===== config.mk =====
export PLATFORM = sky130hd
export DESIGN_NAME = branch_redirect_unit
export DESIGN_NICKNAME = d
export VERILOG_FILES = /design/src/rtl/branch_redirect_unit.sv
export SDC_FILE = /design/constraint.sdc
export NUM_CORES = 1
export LEC_CHECK = 0
export ABC_AREA = 1
export BUFFER_PORTS_ARGS = -buffer_cell sky130_fd_sc_hd__buf_2
export CORE_UTILIZATION = 56
export CTS_BUF_LIST = sky130_fd_sc_hd__clkbuf_4
export DETAILED_ROUTE_END_ITERATION = 10
export PLACE_DENSITY = 0.91
export SLEW_MARGIN = 20
export SYNTH_ARGS = -nofsm -noshare
export SYNTH_HDL_FRONTEND = slang
export SYNTH_SLANG_ARGS = --single-unit

===== constraint.sdc =====
create_clock -name clock -period 2.6 [get_ports clock]
set_input_delay 0.13 -clock clock [delete_from_list [all_inputs] [get_ports clock]]
set_output_delay 0.13 -clock clock [all_outputs]
set_load 0.02 [all_outputs]

===== src/rtl/branch_redirect_unit.sv =====
// Execute-stage branch/jump resolution with a registered redirect to fetch.
// A taken branch produces a one-cycle REDIRECT, then a one-cycle SQUASH that covers the wrong path.
module branch_redirect_unit #(
  parameter logic [31:0] RESET_VECTOR = 32'h0000_0000,
  parameter int          COUNT_WIDTH  = 16
) (
  input  logic                   clock,
  input  logic                   reset,
  input  logic                   valid_E,
  input  logic                   branch_E,
  input  logic                   jal_E,
  input  logic                   jalr_E,
  input  logic [2:0]             funct3_E,
  input  logic [31:0]            PC_E,
  input  logic [31:0]            imm_E,
  input  logic [31:0]            rs1_E,
  input  logic [31:0]            rs2_E,
  output logic [31:0]            PC_M,
  output logic                   PC_scr,
  output logic                   flush_D,
  output logic                   flush_E,
  output logic                   misalign_M,
  output logic [COUNT_WIDTH-1:0] redirect_count
);

  typedef enum logic [1:0] {
    IDLE     = 2'd0,
    REDIRECT = 2'd1,
    SQUASH   = 2'd2
  } state_t;

  state_t                 state_q;
  logic [31:0]            target_m_q;
  logic                   pc_scr_q;
  logic                   flush_d_q;
  logic                   flush_e_q;
  logic                   misalign_q;
  logic [COUNT_WIDTH-1:0] count_q;

  logic        cond_s;
  logic        accept_s;
  logic        take_e_s;
  logic [31:0] target_e_s;

  // Branch condition, taken decision and target for the execute-stage instruction.
  always_comb begin
    cond_s = 1'b0;
    case (funct3_E)
      3'b000:  cond_s = (rs1_E == rs2_E);
      3'b001:  cond_s = (rs1_E != rs2_E);
      3'b100:  cond_s = ($signed(rs1_E) <  $signed(rs2_E));
      3'b101:  cond_s = ($signed(rs1_E) >= $signed(rs2_E));
      3'b110:  cond_s = (rs1_E <  rs2_E);
      3'b111:  cond_s = (rs1_E >= rs2_E);
      default: cond_s = 1'b0;
    endcase

    accept_s = (state_q == IDLE);
    take_e_s = valid_E & accept_s & (jal_E | jalr_E | (branch_E & cond_s));

    if (jalr_E) begin
      target_e_s = (rs1_E + imm_E) & 32'hFFFF_FFFE;
    end else begin
      target_e_s = PC_E + imm_E;
    end
  end

  // Redirect sequencer; EX/MEM capture of the taken target happens on the IDLE->REDIRECT edge.
  always_ff @(posedge clock or posedge reset) begin
    if (reset) begin
      state_q    <= IDLE;
      target_m_q <= RESET_VECTOR;
      pc_scr_q   <= 1'b1;
      flush_d_q  <= 1'b0;
      flush_e_q  <= 1'b0;
      misalign_q <= 1'b0;
      count_q    <= {COUNT_WIDTH{1'b0}};
    end else begin
      case (state_q)
        IDLE: begin
          if (take_e_s) begin
            state_q    <= REDIRECT;
            target_m_q <= target_e_s;
            pc_scr_q   <= 1'b0;
            flush_d_q  <= 1'b1;
            flush_e_q  <= 1'b1;
            if (target_e_s[1]) begin
              misalign_q <= 1'b1;
            end
            if (count_q != {COUNT_WIDTH{1'b1}}) begin
              count_q <= count_q + {{(COUNT_WIDTH-1){1'b0}}, 1'b1};
            end
          end else begin
            state_q   <= IDLE;
            pc_scr_q  <= 1'b1;
            flush_d_q <= 1'b0;
            flush_e_q <= 1'b0;
          end
        end
        REDIRECT: begin
          state_q   <= SQUASH;
          pc_scr_q  <= 1'b1;
          flush_d_q <= 1'b1;
          flush_e_q <= 1'b0;
        end
        SQUASH: begin
          state_q   <= IDLE;
          pc_scr_q  <= 1'b1;
          flush_d_q <= 1'b0;
          flush_e_q <= 1'b0;
        end
        default: begin
          state_q   <= IDLE;
          pc_scr_q  <= 1'b1;
          flush_d_q <= 1'b0;
          flush_e_q <= 1'b0;
        end
      endcase
    end
  end

  assign PC_M           = target_m_q;
  assign PC_scr         = pc_scr_q;
  assign flush_D        = flush_d_q;
  assign flush_E        = flush_e_q;
  assign misalign_M     = misalign_q;
  assign redirect_count = count_q;

endmodule


==> impl_metrics.csv, run 1 <==
group,metric,value,unit
global_route,pin_count_of_the_biggest_net_entering_global_routing,54,
timing,setup_viol,0,
clocking,max-clock-path-buffers,2,
route,drt_wl_total,22330,um
floorplan,die-area,0.01317,mm2
finish,post_route_non_filler_standard_cell_count,1518,
timing,max-slew-margin-rel,42.76,%
finish,area_growth_syn_to_layout,18.28,%
clocking,cts_num_sinks,53,
finish,post_route_cells_drive_above_1_share,16.59,%
clocking,cts_tree,"done",
clocking,numCtsBuffers,5,
logic_synthesis,synth-warning-count,0,
route,detail_route.iter0.violations,651,
clocking,clock_latency,370,ps
route,route.vias.total,8496,
critical_path,cp-end-kind,"register",
floorplan,io_pins,189,
timing,max_clock_freq,457.9,MHz
critical_path,start_kind,"input port",
critical_path,crit_arrival,2510,ps
logic_synthesis,synth_edf_count,0,
placed_design,dp_cells,1509,
finish,final_net_count,1582,
clocking,post_cts_buffers,0,
logic_synthesis,postSynthNetCount,1387,
clocking,ctsHtreeMaxLevel,2,
finish,ant_diodes,0,
global_route,first_global_vias,7714,
timing,tns,0,ps
floorplan,fp-row-count,40,
timing,timing.final.crit_period,2184,ps
critical_path,worst-path-max-fanout,18,
clocking,holdBufCountCts,0,
run,maxCapViolCount,0,
logic_synthesis,synthCells,1154,
timing,worst-slew-pin-transition,857.7,ps
global_route,wire_length_of_the_first_global_routing_pass,35650,um
global_route,antenna_found_initial,0,
finish,final.fill_count,1139,
timing,timing.final.hold_violations,0,
clocking,clk_pin_slew_worst_paths,140,ps
placed_design,buffer_ports.inserted,188,
logic_synthesis,syn-cell-area,0.007119,mm2
timing,clock-skew-final,7.734,ps
global_route,grt_overflow,0,
logic_synthesis,asyncSetResetFlopFracSynth,100.0,%
logic_synthesis,netlist_cell_types,37,
logic_synthesis,synth_flop_cell,"sky130_fd_sc_hd__dfrtp_1",
global_route,global_route.usage.total,34.03,%
route,detail_route.wl_per_cell,14.71,um
clocking,cts_resized,0,
power,total_leakage_power,0.004675,uW
timing,slew_viol_final,0,
floorplan,core-area,0.01221,mm2
logic_synthesis,post_synthesis_average_cell_area,6.169,um2
route,drt_pass1_iterations,5,
floorplan,fp.dieW,114.8,um
route,remaining_drc_errors,0,
power,peakVddDrop,0.2206,mV
route,vias_per_cell,5.597,
floorplan,floorplan.initialDensity,58.30,%
timing,final_min_period_over_clock_period,84.00,%
clocking,root_buffer,"sky130_fd_sc_hd__clkbuf_4",
floorplan,die_y_extent,114.8,um
route,antenna_left,0,
critical_path,path_class,"input port to register",
logic_synthesis,ys_seq_area_share,18.65,%
placed_design,place.gp.congestion,0.9691,
power,powerDensity,442.2,mW/mm2
placed_design,hpwl_after_detailed_placement,18820,um
worst_hold_path,worstHoldPathType,"input port to register",
logic_synthesis,synth.ff_latch_count,53,
run_status,status,"complete, no violations",
timing,rsz_0062_raised_after_global_routing,"no",
critical_path,worst_ep_required_time,2930,ps
==> cell usage in the layout, fill, tap and decap left out, drive strengths merged <==
master	count
nor2	109
a21o	7
o21bai	8
a211oi	2
o21ai	87
inv	142
nor4	3
xor2	15
nand4	31
o21a	8
bufinv	1
o211ai	2
nand3b	3
clkinvlp	1
or2	2
xnor2	15
a21oi	109
clkbuf	5
dfstp	1
buf	204
ha	94
dfrtp	52
a21boi	1
a31oi	9
clkinv	2
o221a	1
fa	2
dlygate4sd3	1
nor3b	2
mux2i	1
nand2	359
nand3	51
nor3	20
==> critical path, stage by stage <==
cell and delay [ps]:
sky130_fd_sc_hd__buf_2 120, sky130_fd_sc_hd__ha_1 340, sky130_fd_sc_hd__a21oi_1 190, sky130_fd_sc_hd__o21a_1 140, sky130_fd_sc_hd__nand2_1 50, sky130_fd_sc_hd__a21oi_1 270
sky130_fd_sc_hd__nand3_1 170, sky130_fd_sc_hd__nand3_1 120, sky130_fd_sc_hd__nand2_1 50, sky130_fd_sc_hd__nand3_1 150, sky130_fd_sc_hd__nand2_2 110, sky130_fd_sc_hd__nand2_4 100
sky130_fd_sc_hd__nand2_4 110, sky130_fd_sc_hd__inv_2 260, sky130_fd_sc_hd__nand2_1 110, sky130_fd_sc_hd__nand2_1 80
==> sequential cells by signal, indices dropped and copies added (netlist names) <==
signal,flops
PC_M,32
PC_scr,1
flush_D,1
flush_E,1
misalign_M,1
redirect_count,16
state_q,1
==> stage by stage <==
stage	cell area, um2	worst slack [ps]	util (%)	hold slack (ps)	power (uW)
final	8421	416.1	68.95	128.2	3724
after CTS	8409	454.7	68.86	23.14	3698
after detailed placement	8330	40.58	68.22	445.0	3245
after global routing	8421	185.3	68.95	153.3	4021
after floorplan	7119	548.7	-	431.5	2518
after global placement	8330	126.6	68.22	433.3	3192
==> layer usage <==
| metal | up-vias | global-route usage [%] | wire [um] | part of all wire, % |
|---|---|---|---|---|
| li1 | 4223 | - | - | - |
| met1 | 3825 | 44.28 | 9679 | 43 |
| met2 | 395 | 60.73 | 10580 | 47 |
| met3 | 53 | 2.003 | 1438 | 6.4 |
| met4 | 0 | 10.30 | 632 | 2.8 |
| met5 | - | 0 | 0 | 0 |
==> path summary, 6_finish.rpt <==
check	end	slack, ps	depth (start not counted)	startpoint
worst max register to register	redirect_count[0]$_DFFE_PP0P_	500	9	redirect_count[0]$_DFFE_PP0P_
worst min register to register	misalign_M$_DFFE_PP0P_	480	2	misalign_M$_DFFE_PP0P_
max in group asynchronous	PC_M[25]$_DFFE_PP0P_	1650	3	reset
worst max-delay path	PC_M[15]$_DFFE_PP0P_	420	16	rs1_E[31]
worst min-delay path	PC_scr$_DFF_PP1_	130	4	jal_E
min in group asynchronous	redirect_count[10]$_DFFE_PP0P_	440	3	reset
==> cells by family (layout without fill, tap and decap cells) <==
logic type	Yosys count	count (layout)	synth area share (%)
xor+xnor	30	30	3.691
compound gates	234	234	17.68
flops	53	53	18.65
fa+ha+maj	96	96	17.08
buf+inv	160	356	8.910
mux	1	1	0.1406
simple gates	580	580	33.85
==> area by class of cell <==
type / count / area [um2] / area share [%]
tap: 168 / 210.2 / 2.496
timing repair buffer: 205 / 1109 / 13.16
multi-input combinational: 941 / 5157 / 61.25
sequential: 53 / 1328 / 15.77
clock inverter: 3 / 41.29 / 0.4903
clock buffer: 5 / 37.54 / 0.4458
inverter: 143 / 538.0 / 6.389
==> cells in the mapped netlist (15+ instances only) <==
cell	number	area share [%]
sky130_fd_sc_hd__nand2_1	356	19
sky130_fd_sc_hd__nand3_1	50	3.5
sky130_fd_sc_hd__ha_1	94	17
sky130_fd_sc_hd__dfrtp_1	52	18
sky130_fd_sc_hd__xnor2_1	15	1.8
sky130_fd_sc_hd__xor2_1	15	1.8
sky130_fd_sc_hd__inv_1	142	7.5
sky130_fd_sc_hd__nor3_1	20	1.4
sky130_fd_sc_hd__nand4_1	31	2.7
sky130_fd_sc_hd__nor2_1	108	5.7
sky130_fd_sc_hd__a21oi_1	109	7.7
sky130_fd_sc_hd__o21ai_0	86	6.0
==> report_power, final <==
part	internal, uW	leakage, uW	switching [uW]
registers	1020	0.000674	170
logic	746	0.00396	1330
clock network	199	0.0000389	250
No activity file was read; power rests on OpenSTA's default activity.
==> run 2, diff against run 1 <==
- ABC_AREA: 1 -> 0
- CORE_UTILIZATION: 56 -> 50
- PLACE_DENSITY: 0.91 -> 0.87
- clock period: 2.6 -> 2 ns (I/O delays scaled with it)
==> run 2 against run 1 <==
  * Clock-buffer cell count is 1 higher
  * Sequential power is 39% higher
  * Routed wire length is 40% higher
  * Combinational power is 98% higher
  * Synthesized cell count is 26% lower
  * Total power is 72% higher
  * The run now ends with negative setup slack left
  * Setup slack worse by 890 ps
  * Global-route usage is 6.2 points higher
  * Hold slack better by 53 ps
  * Clock skew is 11 ps higher
  * Largest power group unchanged
  * First-iteration DRC count is 93% higher
  * Utilization is 16 points higher
==> impl_metrics.csv, run 2 <==
group,metric,value,unit
run_status,status,"finished, violations left",
run_status,failed_checks,"negative setup slack",
finish,layout_common_cells,"248 x sky130_fd_sc_hd__buf_4, 156 x sky130_fd_sc_hd__buf_2, 74 x sky130_fd_sc_hd__a21oi_1, 69 x sky130_fd_sc_hd__nand2_1, 67 x sky130_fd_sc_hd__ha_1",
clocking,cts_tree,"done",
finish,multi_input_comb_area,0.005699,mm2
clocking,max-clock-path-buffers,2,
placed_design,place_area,0.009741,mm2
clocking,clk_pin_slew_worst_paths,160,ps
timing,worst-slew-pin-transition,573.8,ps
logic_synthesis,synth_top_family_by_area,"compound AO/OA/AOI/OAI gates",
logic_synthesis,synth_edf_count,0,
finish,area_growth_syn_to_layout,63.67,%
timing,tns,-20210,ps
placed_design,dp_cells,1440,
clocking,clock_latency,380,ps
critical_path,timing.critical_path.mode_cell,"sky130_fd_sc_hd__o21ai_2",
logic_synthesis,synthCells,851,
placed_design,place.gp.congestion,0.9742,
floorplan,fp.dieW,116.8,um
logic_synthesis,muxShareOfSynthArea,2.432,%
power,switchingPower,2879,uW
logic_synthesis,netlist_top_cells_count,"94 x sky130_fd_sc_hd__ha_1, 92 x sky130_fd_sc_hd__a21oi_1, 72 x sky130_fd_sc_hd__nand2_1",
route,remaining_drc_errors,0,
timing,slew_viol_final,0,
timing,rsz_0062_raised_after_global_routing,"yes",
finish,final-seq-area,0.001328,mm2
logic_synthesis,synth_largest_type_area_fraction,19.76,%
clocking,ctsHtreeMaxLevel,2,
logic_synthesis,syn-cell-area,0.006585,mm2
route,detail_route.wl_per_cell,21.52,um
logic_synthesis,synth-simple-area-share,22.06,%
route,antenna_left,0,
critical_path,critical-path-slowest-cell,"sky130_fd_sc_hd__or4_4",
timing,setup_viol,51,
floorplan,die-area,0.01363,mm2
global_route,first_global_vias,8762,
logic_synthesis,synth_flop_cell,"sky130_fd_sc_hd__dfrtp_1",
clocking,cts_num_sinks,53,
critical_path,crit_arrival,2760,ps
floorplan,die_y_extent,116.8,um
critical_path,worst-path-max-fanout,4,
global_route,global_route.usage.total,40.22,%
logic_synthesis,synthTopCellsByArea,"sky130_fd_sc_hd__dfrtp_1 20%, sky130_fd_sc_hd__ha_1 18%, sky130_fd_sc_hd__a21oi_1 7.0%, sky130_fd_sc_hd__xnor2_1 5.5%, sky130_fd_sc_hd__nand2_1 4.1%",
critical_path,critical_path.max_stage_delay,560,ps
power,netSwitchingFraction,45.04,%
power,internal_power_component,3513,uW
route,drt_pass1_iterations,8,
global_route,grt_overflow,0,
logic_synthesis,ys_seq_area_share,20.16,%
power,p_comb_share,64.2,%
critical_path,start_kind,"input port",
critical_path,cp-end-kind,"register",
logic_synthesis,post_synthesis_average_cell_area,7.738,um2
logic_synthesis,synth_most_common_cell,"sky130_fd_sc_hd__ha_1",
placed_design,buffer_ports.inserted,188,
floorplan,fp-row-count,41,
logic_synthesis,synth.ff_latch_count,53,
finish,final.fill_count,680,
global_route,antenna_found_initial,1,
route,detail_route.iter0.violations,1258,
logic_synthesis,complex_gate_fraction_of_the_synthesized_area,24.51,%
worst_hold_path,worstHoldPathType,"input port to register",
clocking,numCtsBuffers,5,
route,drt_wl_total,31320,um
critical_path,worst_ep_required_time,2290,ps
logic_synthesis,adder_and_majority_cell_fraction_of_the_synthesized_area,18.47,%
power,power.share.sequential,26.0,%
critical_path,cp_cell_sequence,"buf_2 > ha_4 > nand4_1 > or4_4 > or3_4 > a21oi_4 > o21ai_2 > a21o_1 > inv_2 > buf_6 > o21ai_2 > o32a_1",
finish,largest_reg_flops,32,
finish,layout.cells.most_common,"sky130_fd_sc_hd__buf_4",
timing,worst_slack,-476.1,ps
placed_design,hpwl_after_detailed_placement,20140,um
run,maxCapViolCount,0,
logic_synthesis,area_leader_netlist,"sky130_fd_sc_hd__dfrtp_1",
global_route,wire_length_of_the_first_global_routing_pass,42600,um
global_route,pin_count_of_the_biggest_net_entering_global_routing,54,
floorplan,io_pins,189,
finish,post-route-cell-area,0.01078,mm2
route,vias_per_cell,6.459,
timing,final_min_period_over_clock_period,123.8,%
power,power.clock.fraction,9.7,%
logic_synthesis,asyncSetResetFlopFracSynth,100.0,%
logic_synthesis,postSynthNetCount,1084,
floorplan,core-area,0.01272,mm2
power,powerDensity,593.0,mW/mm2
route,route.vias.total,9398,
logic_synthesis,netlist_cell_types,70,
timing,clock-skew-final,18.82,ps
critical_path,path_class,"input port to register",
timing,timing.final.crit_period,2476,ps
timing,timing.final.hold_violations,0,
power,total_leakage_power,0.005182,uW
finish,post_route_non_filler_standard_cell_count,1455,
finish,post_route_cells_drive_above_1_share,46.80,%
floorplan,floorplan.initialDensity,51.76,%
power,peakVddDrop,0.3591,mV
logic_synthesis,synth_xor_area_share,7.296,%
finish,final_net_count,1514,
timing,max-slew-margin-rel,61.42,%
clocking,root_buffer,"sky130_fd_sc_hd__clkbuf_4",
timing,max_clock_freq,403.9,MHz
logic_synthesis,synth-warning-count,0,
## run 2: cell count changes in the layout (fill, tap and decap cells not counted), moves of 18 or more
cell and delta:
sky130_fd_sc_hd__nand2_1 -287, sky130_fd_sc_hd__inv_1 -109, sky130_fd_sc_hd__ha_1 -27, sky130_fd_sc_hd__xnor2_1 +24
sky130_fd_sc_hd__nor2_1 -45, sky130_fd_sc_hd__buf_6 +42, sky130_fd_sc_hd__inv_2 +18, sky130_fd_sc_hd__buf_2 -32
sky130_fd_sc_hd__ha_4 +27, sky130_fd_sc_hd__buf_4 +235, sky130_fd_sc_hd__a21oi_1 -35, sky130_fd_sc_hd__nand3_1 -19
sky130_fd_sc_hd__o21ai_0 -56
## run 2: path summary, 6_finish.rpt
kind	startpoint	end	slack, ps	cells past startpoint
worst max-delay path	rs1_E[6]	PC_M[28]$_DFFE_PP0P_	-480	12
worst min-delay path	PC_E[0]	PC_M[0]$_DFFE_PP0P_	180	3
worst max register to register	redirect_count[6]$_DFFE_PP0P_	redirect_count[7]$_DFFE_PP0P_	40	7
worst min register to register	state_q[1]$_DFF_PP0_	state_q[1]$_DFF_PP0_	480	1
max in group asynchronous	reset	PC_scr$_DFF_PP1_	1410	4
min in group asynchronous	reset	PC_M[17]$_DFFE_PP0P_	290	4
## run 2: stage by stage
step	total power, uW	util, %	setup WS, ps	hold WS, ps
after floorplan	3621	-	-639.8	360.4
after global placement	5062	76.56	-1006	165.6
after detailed placement	5217	76.56	-1057	165.6
after CTS	6014	82.02	-335.2	155.5
after global routing	6706	84.72	-480.4	160.7
final	6391	84.72	-476.1	181.6
## run 2: layout make-up
type	count	area share, %
Sequential cell	53	12.32
Timing Repair Buffer	452	29.79
Tap cell	172	1.997
Antenna cell	1	0.02322
Inverter	58	2.252
Multi-Input combinational cell	711	52.88
Clock buffer	6	0.4179
Clock inverter	2	0.3251
## run 2: worst max-delay path: cells and delay by family
| kind | cells | cell delay [ps] |
|---|---|---|
| adder cells (fa/ha/maj) | 1 | 270 |
| buffers and inverters | 3 | 370 |
| AO/OA/AOI/OAI | 5 | 880 |
| AND/OR/NAND/NOR | 3 | 1140 |
## run 2: repair_timing
action / in CTS / in global routing
setup buffers: 2 / 5
hold buffers: 1 / 0
pin swaps: 36 / 35
hold endpoints to repair: 52 / 0
setup endpoints to repair: 52 / 51
resized for setup: 118 / 70
## run 2: power groups by stage
stage	registers (uW)	logic, uW	clock network, uW
global route	1700	4350	666
finish	1660	4110	620
detailed placement	1650	3570	0
global placement	1640	3420	0
floorplan	2020	1600	0
CTS	1650	3750	617
## run 2: logic make-up after synthesis
| kind of cell | after synthesis |
|---|---|
| compound gates | 251 |
| xor+xnor | 54 |
| fa+ha+maj | 96 |
| buf+inv | 87 |
| flops | 53 |
| mux | 15 |
| simple gates | 295 |
## run 2: routing by layer
layer / vias to the layer above / global-route usage, % / part of all wire, %
met5: - / 0 / 0
met4: 0 / 23.04 / 8.8
met3: 317 / 6.954 / 11
met2: 821 / 69.31 / 46
met1: 4264 / 47.12 / 35
li1: 3996 / - / -
==> run 3, diff against run 2 <==
- CORE_ASPECT_RATIO: not set -> 1.25
- REMOVE_ABC_BUFFERS: not set -> 1
==> run 3 against run 2 <==
  * Routed wire length is 1.5% higher
  * Utilization is 1.0 points lower
  * Global-route usage is 1.9 points higher
  * Total power is 4.4% higher
  * Setup slack worse by 230 ps
  * Via count is 0.13% lower
  * Clock power is 12% higher
  * Hold slack worse by 95 ps
  * The flow still finishes with violations (negative setup slack)
==> impl_metrics.csv, run 3 (synthesis gave the netlist of run 2 again) <==
group,metric,value,unit
power,switchingPower,3049,uW
critical_path,crit_arrival,3040,ps
finish,fin_util,83.69,%
finish,final_net_count,1502,
timing,max-slew-margin-rel,47.32,%
critical_path,worst-path-max-fanout,7,
clocking,cts_tree,"done",
route,met2_wl,15320,um
placed_design,dp_cells,1410,
timing,tns,-27120,ps
power,total_leakage_power,0.005130,uW
floorplan,die_y_extent,130.3,um
critical_path,rr_endpoint,"PC_M[7]$_DFFE_PP0P_",
timing,clock-skew-final,14.78,ps
clocking,clk_pin_slew_worst_paths,190,ps
floorplan,io_pins,189,
timing,timing.final.crit_period,2710,ps
placed_design,hpwl_after_detailed_placement,20350,um
placed_design,preCtsSetupSlack,-920.5,ps
clocking,clock_latency,410,ps
finish,post_route_non_filler_standard_cell_count,1439,
timing,final_min_period_over_clock_period,135.5,%
clocking,max-clock-path-buffers,2,
finish,final-seq-area,0.001328,mm2
finish,multi_input_comb_area,0.005679,mm2
route,detail_route.wl_per_cell,22.08,um
power,internal_power_component,3624,uW
power,p_comb_share,63.5,%
route,met1_wire_length,10030,um
floorplan,fp.dieW,104.6,um
clocking,ctsHtreeMaxLevel,2,
route,vias_per_cell,6.523,
power,power.share.sequential,26.1,%
critical_path,cp-end-kind,"register",
power,netSwitchingFraction,45.70,%
critical_path,start_kind,"input port",
timing,setup_viol,52,
global_route,first_global_vias,9358,
run_status,failed_checks,"negative setup slack",
power,powerDensity,624.1,mW/mm2
worst_hold_path,worstHoldPathType,"input port to register",
finish,layout.cells.most_common,"sky130_fd_sc_hd__buf_4",
timing,rsz_0062_raised_after_global_routing,"yes",
route,route.vias.total,9386,
floorplan,floorplan.initialDensity,51.54,%
finish,layout_common_cells,"234 x sky130_fd_sc_hd__buf_4, 163 x sky130_fd_sc_hd__buf_2, 78 x sky130_fd_sc_hd__a21oi_1, 71 x sky130_fd_sc_hd__nand2_1, 68 x sky130_fd_sc_hd__ha_1",
placed_design,buffer_ports.inserted,188,
run,maxCapViolCount,0,
critical_path,path_class,"input port to register",
critical_path,r2r_setup_slack,-460,ps
timing,slew_viol_final,0,
timing,max_clock_freq,369.0,MHz
finish,post_route_cells_drive_above_1_share,45.75,%
finish,largest_reg_flops,32,
finish,final.fill_count,697,
worst_hold_path,hold-path-cell-count,3,
global_route,grt_overflow,0,
run_status,status,"finished, violations left",
global_route,global_route.usage.total,42.13,%
global_route,antenna_found_initial,1,
clocking,numCtsBuffers,5,
timing,worst-slew-pin-transition,779.3,ps
route,detail_route.iter0.violations,808,
worst_hold_path,min_from,"PC_E[0]",
clocking,cts_num_sinks,53,
finish,area_growth_syn_to_layout,62.38,%
power,power.clock.fraction,10.4,%
floorplan,core-area,0.01278,mm2
route,route.met3.wl,2734,um
route,drt_wl_total,31780,um
global_route,wire_length_of_the_first_global_routing_pass,44860,um
route,top_layer_used,"met4",
critical_path,timing.rr.start,"state_q[1]$_DFF_PP0_",
placed_design,place.gp.congestion,0.9766,
timing,worst_slack,-710.2,ps
clocking,root_buffer,"sky130_fd_sc_hd__clkbuf_4",
timing,timing.final.hold_violations,0,
global_route,pin_count_of_the_biggest_net_entering_global_routing,39,
critical_path,reg2reg_depth,9,
floorplan,fp-row-count,46,
route,drt_pass1_iterations,5,
timing,whs,86.62,ps
critical_path,crit_start,"rs1_E[8]",
critical_path,worst_ep_required_time,2330,ps
route,antenna_left,0,
floorplan,die-area,0.01364,mm2
power,peakVddDrop,0.3798,mV
worst_hold_path,end_point_of_the_most_critical_hold_path,"PC_M[0]$_DFFE_PP0P_",
route,remaining_drc_errors,0,
-- run 3: cell count changes in the layout (fill, tap and decap cells not counted), moves of 6 or more --
cell                      change
sky130_fd_sc_hd__buf_4       -14
sky130_fd_sc_hd__buf_6       -13
sky130_fd_sc_hd__nor2_4      +10
sky130_fd_sc_hd__nor2_1       -9
sky130_fd_sc_hd__buf_2        +7
sky130_fd_sc_hd__inv_1        +6
sky130_fd_sc_hd__nand3_1      +6
-- run 3: through the flow --
step / power (uW) / area [um2]
floorplan: 3490 / 6469
global placement: 4937 / 9399
detailed placement: 5083 / 9399
CTS: 6101 / 10220
global route: 6952 / 10690
finish: 6673 / 10690
-- run 3: cell type report --
class                           count  area share, %
Clock inverter                      2         0.3627
Clock buffer                        6         0.4212
Inverter                           58          2.059
Tap cell                          168          1.966
Multi-Input combinational cell    711          53.11
Sequential cell                    53          12.42
Timing Repair Buffer              440          29.64
Antenna cell                        1        0.02340
-- run 3: critical path, cell delays in order --
cell and delay [ps]:
sky130_fd_sc_hd__buf_4 130, sky130_fd_sc_hd__ha_4 260, sky130_fd_sc_hd__nand4_1 300, sky130_fd_sc_hd__or4_4 540
sky130_fd_sc_hd__or3_4 400, sky130_fd_sc_hd__a21oi_4 150, sky130_fd_sc_hd__o21ai_2 80, sky130_fd_sc_hd__a21o_1 250
sky130_fd_sc_hd__inv_2 120, sky130_fd_sc_hd__buf_6 130, sky130_fd_sc_hd__buf_12 150, sky130_fd_sc_hd__buf_12 150
sky130_fd_sc_hd__nor2_4 60, sky130_fd_sc_hd__a31oi_4 210
-- run 3: worst max path at each step --
stage | cells past startpoint | endpoint
after floorplan | 11 | redirect_count[1]$_DFFE_PP0P_
after global placement | 10 | redirect_count[8]$_DFFE_PP0P_
after detailed placement | 13 | redirect_count[11]$_DFFE_PP0P_
after CTS | 15 | PC_M[5]$_DFFE_PP0P_
after global routing | 15 | PC_M[7]$_DFFE_PP0P_
final | 14 | PC_M[7]$_DFFE_PP0P_
-- run 3: what timing repair did --
| action | in CTS | in global routing |
|---|---|---|
| endpoints found under the hold margin | 18 | 0 |
| setup buffers | 12 | 7 |
| endpoints found under the setup margin | 51 | 51 |
| hold buffers | 1 | 0 |
| gates cloned | 3 | 1 |
| pin swaps | 25 | 30 |
| gates resized for setup | 105 | 92 |
-- run 3: power by group through the flow --
| stage | logic (uW) | registers [uW] | clock network (uW) |
|---|---|---|---|
| 6_report | 4240 | 1740 | 696 |
| 3_5_place_dp | 3430 | 1660 | 0 |
| 5_1_grt | 4470 | 1760 | 726 |
| 4_1_cts | 3760 | 1670 | 674 |
| 2_1_floorplan | 1470 | 2020 | 0 |
| 3_3_place_gp | 3290 | 1640 | 0 |
-- run 3: metal layers --
layer	track usage (%)	vias to the layer above
met5	0	-
met4	38.61	0
met3	7.792	341
met2	77.76	782
met1	40.08	4269
li1	-	3994
